$ cat config.mk
export PLATFORM = sky130hd
export DESIGN_NAME = datapath_sequencer
export DESIGN_NICKNAME = d
export VERILOG_FILES = /design/src/rtl/datapath_sequencer.sv
export SDC_FILE = /design/constraint.sdc
export NUM_CORES = 1
export LEC_CHECK = 0
export ABC_CLOCK_PERIOD_IN_PS = 2050
export CAP_MARGIN = 20
export CORE_MARGIN = 4
export CORE_UTILIZATION = 41
export DETAILED_ROUTE_END_ITERATION = 8
export PLACE_DENSITY = 0.79
export SLEW_MARGIN = 20
export SYNTH_ARGS = -nofsm -noshare
export SYNTH_HDL_FRONTEND = slang
export SYNTH_SLANG_ARGS = --single-unit
$ cat constraint.sdc
create_clock -name clk -period 2.05 [get_ports clk]
set_input_delay 0.5125 -clock clk [delete_from_list [all_inputs] [get_ports clk]]
set_output_delay 0.5125 -clock clk [all_outputs]
set_load 0.03 [all_outputs]
$ cat src/rtl/datapath_sequencer.sv
// Multi-cycle control sequencer for the ARM-subset datapath.
// Drives fetch/decode/execute/memory/writeback and keeps NZCV.
module datapath_sequencer #(
    parameter int RETIRE_W = 16
) (
    input  logic                clk,
    input  logic                rst,
    input  logic                start,
    input  logic [3:0]          cond,
    input  logic [1:0]          op,
    input  logic [5:0]          funct,
    input  logic [3:0]          alu_flags,
    input  logic                imem_ready,
    input  logic                dmem_ready,
    output logic                imem_req,
    output logic                dmem_req,
    output logic                ir_we,
    output logic                pc_we,
    output logic                rf_we,
    output logic                ram_we,
    output logic                pc_src_branch,
    output logic                alu_src_imm,
    output logic                wb_sel_mem,
    output logic [1:0]          alu_ctrl,
    output logic [3:0]          nzcv,
    output logic                busy,
    output logic                halted,
    output logic [RETIRE_W-1:0] retired
);

    typedef enum logic [2:0] {
        S_IDLE,
        S_FETCH,
        S_DECODE,
        S_EXEC,
        S_MEM,
        S_WB,
        S_BRANCH,
        S_HALT
    } state_e;

    localparam logic [1:0] ALU_ADD = 2'b00;
    localparam logic [1:0] ALU_SUB = 2'b01;
    localparam logic [1:0] ALU_AND = 2'b10;
    localparam logic [1:0] ALU_ORR = 2'b11;

    state_e              state_q, state_d;
    logic [3:0]          nzcv_q, nzcv_d;
    logic [RETIRE_W-1:0] retired_q, retired_d;
    logic                retire;
    logic                cond_ok;
    logic                fn, fz, fc, fv;

    assign {fn, fz, fc, fv} = nzcv_q;

    always_comb begin
        cond_ok = 1'b0;
        case (cond)
            4'b0000: cond_ok = fz;
            4'b0001: cond_ok = ~fz;
            4'b0010: cond_ok = fc;
            4'b0011: cond_ok = ~fc;
            4'b0100: cond_ok = fn;
            4'b0101: cond_ok = ~fn;
            4'b0110: cond_ok = fv;
            4'b0111: cond_ok = ~fv;
            4'b1000: cond_ok = fc & ~fz;
            4'b1001: cond_ok = ~fc | fz;
            4'b1010: cond_ok = (fn == fv);
            4'b1011: cond_ok = (fn != fv);
            4'b1100: cond_ok = ~fz & (fn == fv);
            4'b1101: cond_ok = fz | (fn != fv);
            4'b1110: cond_ok = 1'b1;
            default: cond_ok = 1'b0;
        endcase
    end

    always_comb begin
        state_d       = state_q;
        nzcv_d        = nzcv_q;
        retired_d     = retired_q;
        retire        = 1'b0;
        imem_req      = 1'b0;
        dmem_req      = 1'b0;
        ir_we         = 1'b0;
        pc_we         = 1'b0;
        rf_we         = 1'b0;
        ram_we        = 1'b0;
        pc_src_branch = 1'b0;
        alu_src_imm   = 1'b0;
        wb_sel_mem    = 1'b0;
        alu_ctrl      = ALU_ADD;
        busy          = 1'b1;
        halted        = 1'b0;
        case (state_q)
            S_IDLE: begin
                busy = 1'b0;
                if (start) begin
                    state_d   = S_FETCH;
                    retired_d = '0;
                end
            end
            S_FETCH: begin
                imem_req = 1'b1;
                if (imem_ready) begin
                    ir_we   = 1'b1;
                    pc_we   = 1'b1;
                    state_d = S_DECODE;
                end
            end
            S_DECODE: begin
                if (op == 2'b11) begin
                    state_d = S_HALT;
                end else if (!cond_ok) begin
                    state_d = S_FETCH;
                    retire  = 1'b1;
                end else if (op == 2'b00) begin
                    state_d = S_EXEC;
                end else if (op == 2'b01) begin
                    state_d = S_MEM;
                end else begin
                    state_d = S_BRANCH;
                end
            end
            S_EXEC: begin
                alu_src_imm = funct[5];
                case (funct[4:1])
                    4'b0100: begin
                        alu_ctrl = ALU_ADD;
                        rf_we    = 1'b1;
                        if (funct[0]) nzcv_d = alu_flags;
                    end
                    4'b0010: begin
                        alu_ctrl = ALU_SUB;
                        rf_we    = 1'b1;
                        if (funct[0]) nzcv_d = alu_flags;
                    end
                    4'b0000: begin
                        alu_ctrl = ALU_AND;
                        rf_we    = 1'b1;
                        if (funct[0]) nzcv_d = alu_flags;
                    end
                    4'b1100: begin
                        alu_ctrl = ALU_ORR;
                        rf_we    = 1'b1;
                        if (funct[0]) nzcv_d = alu_flags;
                    end
                    4'b1010: begin
                        alu_ctrl = ALU_SUB;
                        nzcv_d   = alu_flags;
                    end
                    default: alu_ctrl = ALU_ADD;
                endcase
                state_d = S_FETCH;
                retire  = 1'b1;
            end
            S_MEM: begin
                alu_src_imm = 1'b1;
                dmem_req    = 1'b1;
                ram_we      = ~funct[0];
                if (dmem_ready) begin
                    if (funct[0]) begin
                        state_d = S_WB;
                    end else begin
                        state_d = S_FETCH;
                        retire  = 1'b1;
                    end
                end
            end
            S_WB: begin
                rf_we      = 1'b1;
                wb_sel_mem = 1'b1;
                state_d    = S_FETCH;
                retire     = 1'b1;
            end
            S_BRANCH: begin
                pc_we         = 1'b1;
                pc_src_branch = 1'b1;
                state_d       = S_FETCH;
                retire        = 1'b1;
            end
            S_HALT: begin
                busy   = 1'b0;
                halted = 1'b1;
            end
            default: begin
                busy    = 1'b0;
                state_d = S_IDLE;
            end
        endcase
        if (retire) retired_d = retired_q + RETIRE_W'(1);
    end

    always_ff @(posedge clk or negedge rst) begin
        if (!rst) begin
            state_q   <= S_IDLE;
            nzcv_q    <= 4'b0000;
            retired_q <= '0;
        end else begin
            state_q   <= state_d;
            nzcv_q    <= nzcv_d;
            retired_q <= retired_d;
        end
    end

    assign nzcv    = nzcv_q;
    assign retired = retired_q;

endmodule

==> run metrics, run 1 <==
Worst Path Required=1.54 ns; hold path endpoint=retired[15]$_DFFE_PN0P_; Min-Delay Path Class=register to register; Avg WL per Cell=15.0 um; fraction of synthesis flops using an asynchronous set or reset pin=100%; Synthesized Nets=217; post-route ant nets=0; First-pass DRT Iterations=4; clock root buffer=clkbuf_8; setup violators final=19; global route overflow=0; Worst-Skew Late Latency=0.27 ns; # fillers=276; global-route wire length before repair=8.13 mm; H-tree Lvls=1; Crit path max-delay family=flip-flops; Seq pwr share=21.4%; Initial Utilization=43.2%; synth cell count leaders=dfrtp_1 (23), nor2_1 (19), nand2_1 (18); Leakage=1.23 nW; GPL Wtd Cong=0.842; status=finished with violations; Hold-fix buffers, CTS=0; Tmin final=2.20 ns; Critical Path Start Type=register; Clk pin slew, worst setup/hold paths=0.09 ns; synth unique cells=48; die area=5010 um^2; R2R cell count=8; synthesis-to-finish area growth=69.0%; FF-to-FF End=retired[12]$_DFFE_PN0P_; Port Buffers=53; Die Y-Extent=70.8 um; Total GRT Usage=19.4%; clock buffer count from CTS=3; max_cap viols=0; # DRC=0; DR vias=1831; number of flops mapped to enable cells by yosys=0; CTS max path bufs=2; largest area contributor in the netlist=dfrtp_1; WHS Path Cells=2; top-area cell type share of the netlist area=35.6%; max incr delay on CP=0.40 ns; final setup margin=-0.147 ns; f_max=455 MHz; Seq/Total Area, Yosys=35.6%; reg2reg start=nzcv[0]$_DFFE_PN0P_; P_int=1.60 mW; dpl cells=325; number of I/O pins=54; Most used DFF post-synth=dfrtp_1; crit path buf inv count=2; RSZ-0062 raised after global routing=yes; CTS Sinks=23; pin count of the biggest net entering global routing=24; Worst slew margin=77.3%; combinational share of power=68.4%; cell mode on critical path=buf_6; top post-synthesis cells by area=dfrtp_1 (36%), or3_1 (5.0%), nor2_1 (4.4%); Reg2Reg Setup Slack=-0.14 ns; Hold Crit Start=retired[15]$_DFFE_PN0P_; Die Wd=70.8 um; Via density=5.37; worst-margin pin slew=0.332 ns; crit share post-route=107%; Layout Skew=0.00670 ns; Routed WL=5.10 mm; Mapped Area=1620 um^2; synth warn=0; CP max FO=5; share of cells above drive strength 1=36.5%; cell row count=22; final hold violations=0; Max Slew Vio Count=0; WS Path Type=register to output pin; CTS tree=built; vias in the first global route=1766; Syn Inst Count=195; failing checks=negative setup slack; sw frac=44.1%; Clk pwr share=10.2%; Non-Filler Instances=341; DRT iter0 DRCs=100; most frequent cell after synthesis=dfrtp_1; Min Hold Slack=0.556 ns; register bit total from synthesis=23; antenna violations before repair=0; Power Density=1050 nW/um^2; synthesized area per cell=8.29 um^2; nets@finish=316; Worst VDD drop=692 uV; diode count=0; crit path capture type=output pin; Core ar.=3740 um^2; crit-path cells=buf_6 -> or3_4 -> a21o_1 -> o21bai_2 -> buf_6; Net Sw Power=1.26 mW; CP Data Arrival Time=1.68 ns; DP Wirelength=3.48 mm; slowest CP cell=dfrtp_1
-- layout make-up --
| class | count | area [um^2] | share of cell area, % |
|---|---|---|---|
| multi-input combinational | 151 | 1100 | 40.4 |
| timing repair buffer | 100 | 886 | 32.4 |
| sequential | 23 | 578 | 21.2 |
| tap | 48 | 60.1 | 2.20 |
| inverter | 15 | 58.8 | 2.15 |
| clock buffer | 3 | 41.3 | 1.51 |
| clock inverter | 1 | 5.00 | 0.183 |
-- layout by cell type, fill, tap and decap left out, types with 8 or more instances in the layout --
cell type and instances:
clkdlybuf4s50_1 30, nand3_1 10, buf_6 13, or3_1 11, nand2_1 16, a21oi_2 8
nor2_1 17, inv_1 13, dfrtp_1 21, o21ai_1 9, buf_4 42
-- per-layer routing --
layer	share of wire (%)	track usage, %	routed length [um]	vias to the layer above
li1	-	-	-	893
met1	45	26.3	2280	864
met2	49	32.9	2510	67
met3	4.9	2.41	252	7
met4	1.2	4.38	59	0
met5	0	0	0	-
-- flip-flops by register name (all words and copies together) (netlist names) --
register	count
state_q	3
retired	16
nzcv	4
-- power by group through the flow --
stage	Clock [mW]	Sequential, mW	Combinational (mW)
after floorplan	0	0.729	0.850
after global placement	0	0.614	1.57
final	0.291	0.610	1.95
after CTS	0.297	0.609	1.80
after global routing	0.313	0.619	2.10
after detailed placement	0	0.614	1.61
-- cell families after synthesis --
group,count (synthesis),share of synthesized area (%)
XOR/XNOR,3,1.63
AO/OA/AOI/OAI,46,20.4
adder cells (fa/ha/maj),2,1.47
multiplexers,7,4.95
AND/OR/NAND/NOR,93,29.9
flip-flops,23,35.6
buffers and inverters,21,6.11
-- worst register-to-register path, delay by kind of cell, from the launching register on --
family                 cells  cell delay, ns
buffers and inverters      1            0.21
multiplexers               1            0.31
flip-flops                 1            0.46
AO/OA/AOI/OAI              4            0.91
AND/OR/NAND/NOR            1            0.09
XOR/XNOR                   1            0.18
-- repair_timing --
action                                  4_1_cts  5_1_grt
setup buffers                                 4        8
endpoints found under the setup margin       29       25
pin swaps                                    17        6
gates resized for setup                      58       19
-- stage by stage --
step	setup slack (ns)	cell area [um^2]	total power [mW]	utilization [%]	TNS [ns]
2_1_floorplan	-0.182	1670	1.58	-	-1.64
3_3_place_gp	-0.774	2450	2.19	65.4	-15.00
3_5_place_dp	-0.851	2450	2.22	65.4	-16.15
4_1_cts	-0.154	2640	2.71	70.4	-2.20
5_1_grt	-0.266	2730	3.03	73.0	-4.23
6_report	-0.147	2730	2.86	73.0	-1.91
-- worst max path at each step --
stage,startpoint,to,slack [ns],cells after the start
6_report,state_q[2]$_DFFE_PN0P_,rf_we,-0.15,5
3_5_place_dp,cond[2],retired[6]$_DFFE_PN0P_,-0.85,9
5_1_grt,nzcv[0]$_DFFE_PN0P_,retired[15]$_DFFE_PN0P_,-0.27,9
4_1_cts,nzcv[0]$_DFFE_PN0P_,retired[12]$_DFFE_PN0P_,-0.15,8
3_3_place_gp,cond[2],retired[6]$_DFFE_PN0P_,-0.77,9
2_1_floorplan,cond[0],state_q[2]$_DFFE_PN0P_,-0.18,8
No activity file was read; power rests on OpenSTA's default activity.
==> inputs of run 2 (changes only) <==
--- a/config.mk
+++ b/config.mk
@@ -7,6 +7,7 @@
 export LEC_CHECK = 0
 export ABC_CLOCK_PERIOD_IN_PS = 2050
 export CAP_MARGIN = 20
+export CORE_ASPECT_RATIO = 1.2
 export CORE_MARGIN = 4
 export CORE_UTILIZATION = 41
 export DETAILED_ROUTE_END_ITERATION = 8
==> run 2 against run 1 <==
Effect of this change:
- the flow still finishes with violations (negative setup slack)
- design area grew 7.1%
- routed wire length is 12% higher
- hold slack about the same
- clock skew down 0.0032 ns
- final cell count increased by 2.3%
- non-clock buffer count up 4
- sequential share of layout area is 1.4 points lower
- register-to-register slack lost 0.14 ns
- clock power decreased by 3%
- worst setup slack worse by 0.14 ns
- first-iteration DRC count up 7.0%
- via count rose by 4.4%
==> run metrics, run 2 (synthesized netlist as in run 1, its figures left out) <==
Worst-Skew Late Latency=0.26 ns; DR vias=1912; crit share post-route=114%; CTS tree=built; CTS Sinks=23; H-tree Lvls=1; DRT iter0 DRCs=107; WHS Path Cells=2; number of I/O pins=54; Crit path max-delay family=compound AO/OA/AOI/OAI gates; crit path capture type=register; Tot Pwr=3.20 mW; clock buffer count from CTS=3; Non-Filler Instances=349; nets@finish=320; Worst VDD drop=513 uV; diode count=0; Reg2Reg Setup Slack=-0.28 ns; Clk pin slew, worst setup/hold paths=0.08 ns; global route overflow=0; Leakage=1.26 nW; synthesis-to-finish area growth=81.0%; post-route ant nets=0; RSZ-0062 raised after global routing=yes; worst-margin pin slew=0.343 ns; FF-to-FF End=state_q[2]$_DFFE_PN0P_; R2R cell count=8; vias in the first global route=1936; hold path endpoint=retired[15]$_DFFE_PN0P_; leading cell type in the layout, fill and taps excluded=buf_4; post-route cell area=2930 um^2; Die Wd=65.3 um; Layout Skew=0.00350 ns; # fillers=253; max incr delay on CP=0.39 ns; final setup margin=-0.287 ns; die area=5020 um^2; crit path buf inv count=2; commonest non-fill, non-tap cells in the layout=buf_4 (38), clkdlybuf4s50_1 (31), dfrtp_1 (21), buf_6 (21), nor2_1 (16); GPL Wtd Cong=0.893; setup TNS=-4.45 ns; DP Wirelength=3.56 mm; Hold Crit Start=retired[15]$_DFFE_PN0P_; Core ar.=3720 um^2; Via density=5.48; Min-Delay Path Class=register to register; WS Path Type=input port to register; Critical Path Start Type=input port; max reg flops=16; share of cells above drive strength 1=41.1%; reg2reg start=nzcv[0]$_DFFE_PN0P_; dpl cells=331; Port Buffers=53; Routed WL=5.70 mm; Power Density=1090 nW/um^2; Worst Path Required=2.20 ns; Total GRT Usage=21.9%; crit-path cells=dlygate4sd2_1 -> nor2_1 -> a311oi_4 -> o311ai_4 -> a211oi_4 -> buf_6 -> nand2_4 -> maj3_2 -> a211o_1; Avg WL per Cell=16.3 um; # DRC=0; setup violators final=25; CP max FO=4; max_cap viols=0; failing checks=negative setup slack; antenna violations before repair=0; CP Data Arrival Time=2.49 ns; final core utilization=78.6%; global-route wire length before repair=9.04 mm; placed instance area=2480 um^2; Initial Utilization=43.4%; First-pass DRT Iterations=4; Worst slew margin=76.5%; final hold violations=0; Die Y-Extent=76.8 um; status=finished with violations; Min Hold Slack=0.556 ns; clock root buffer=clkbuf_8; cell row count=24; slowest CP cell=a311oi_4; pin count of the biggest net entering global routing=24; Hold-fix buffers, CTS=0; Max Slew Vio Count=0; CTS max path bufs=2; f_max=428 MHz; Tmin final=2.34 ns; pre-CTS WS=-0.849 ns
run 2: cell count changes in the layout (fill, tap and decap cells not counted), sizes merged:
cell           previous run  this run
buf                      58        64
clkdlybuf4s15             0         3
dlymetal6s2s              3         0
clkbuf                    5         4
clkdlybuf4s50            30        31
clkinv                    1         0
dlygate4sd2               7         6
run 2: final cells by class:
| type | instances | area (um^2) | area share [%] |
|---|---|---|---|
| multi-input cells | 151 | 1220 | 41.7 |
| repair buffers | 104 | 957 | 32.7 |
| well taps | 52 | 65.1 | 2.22 |
| inverters | 15 | 58.8 | 2.01 |
| flip-flops and latches | 23 | 578 | 19.8 |
| clock buffers | 4 | 45.0 | 1.54 |
run 2: per-layer routing:
| metal | global-route usage, % | routed length, um |
|---|---|---|
| met5 | 0 | 0 |
| met4 | 3.53 | 70 |
| met2 | 40.4 | 3050 |
| met1 | 27.3 | 2270 |
| met3 | 2.34 | 306 |
run 2: timing repair:
item | in CTS | in global routing
gates resized for setup | 84 | 26
pin swaps | 22 | 14
endpoints found under the setup margin | 28 | 26
setup buffers | 10 | 5
run 2: worst reg2reg max path: stages (launching register included):
cell and delay (ns):
dfrtp_2 0.45, buf_12 0.14, a311oi_4 0.37, o311ai_4 0.19
a211oi_4 0.26, buf_6 0.17, nand2_4 0.05, maj3_2 0.30
a211o_1 0.29
run 2: power breakdown:
part / switching [mW] / internal [mW]
clock: 0.144 / 0.139
sequential: 0.0960 / 0.534
combinational: 1.14 / 1.15
run 2: worst max path at each step:
stage                                    from                      end  slack [ns]  cells past startpoint
after CTS                 nzcv[0]$_DFFE_PN0P_   retired[5]$_DFFE_PN0P_       -0.22                      9
after floorplan                       cond[0]   state_q[2]$_DFFE_PN0P_       -0.18                      8
final                                 cond[1]   state_q[2]$_DFFE_PN0P_       -0.29                      9
after detailed placement              cond[2]  retired[12]$_DFFE_PN0P_       -0.85                      9
after global placement                cond[2]  retired[12]$_DFFE_PN0P_       -0.77                      9
after global routing      nzcv[0]$_DFFE_PN0P_   retired[5]$_DFFE_PN0P_       -0.34                      8
==> inputs of run 3 (changes only) <==
--- a/config.mk
+++ b/config.mk
@@ -7,7 +7,6 @@
 export LEC_CHECK = 0
 export ABC_CLOCK_PERIOD_IN_PS = 2050
 export CAP_MARGIN = 20
-export CORE_ASPECT_RATIO = 1.2
 export CORE_MARGIN = 4
 export CORE_UTILIZATION = 41
 export DETAILED_ROUTE_END_ITERATION = 8
==> results of run 3 <==
Same layout as run 1: the final DEF is identical, and so are final timing and power.
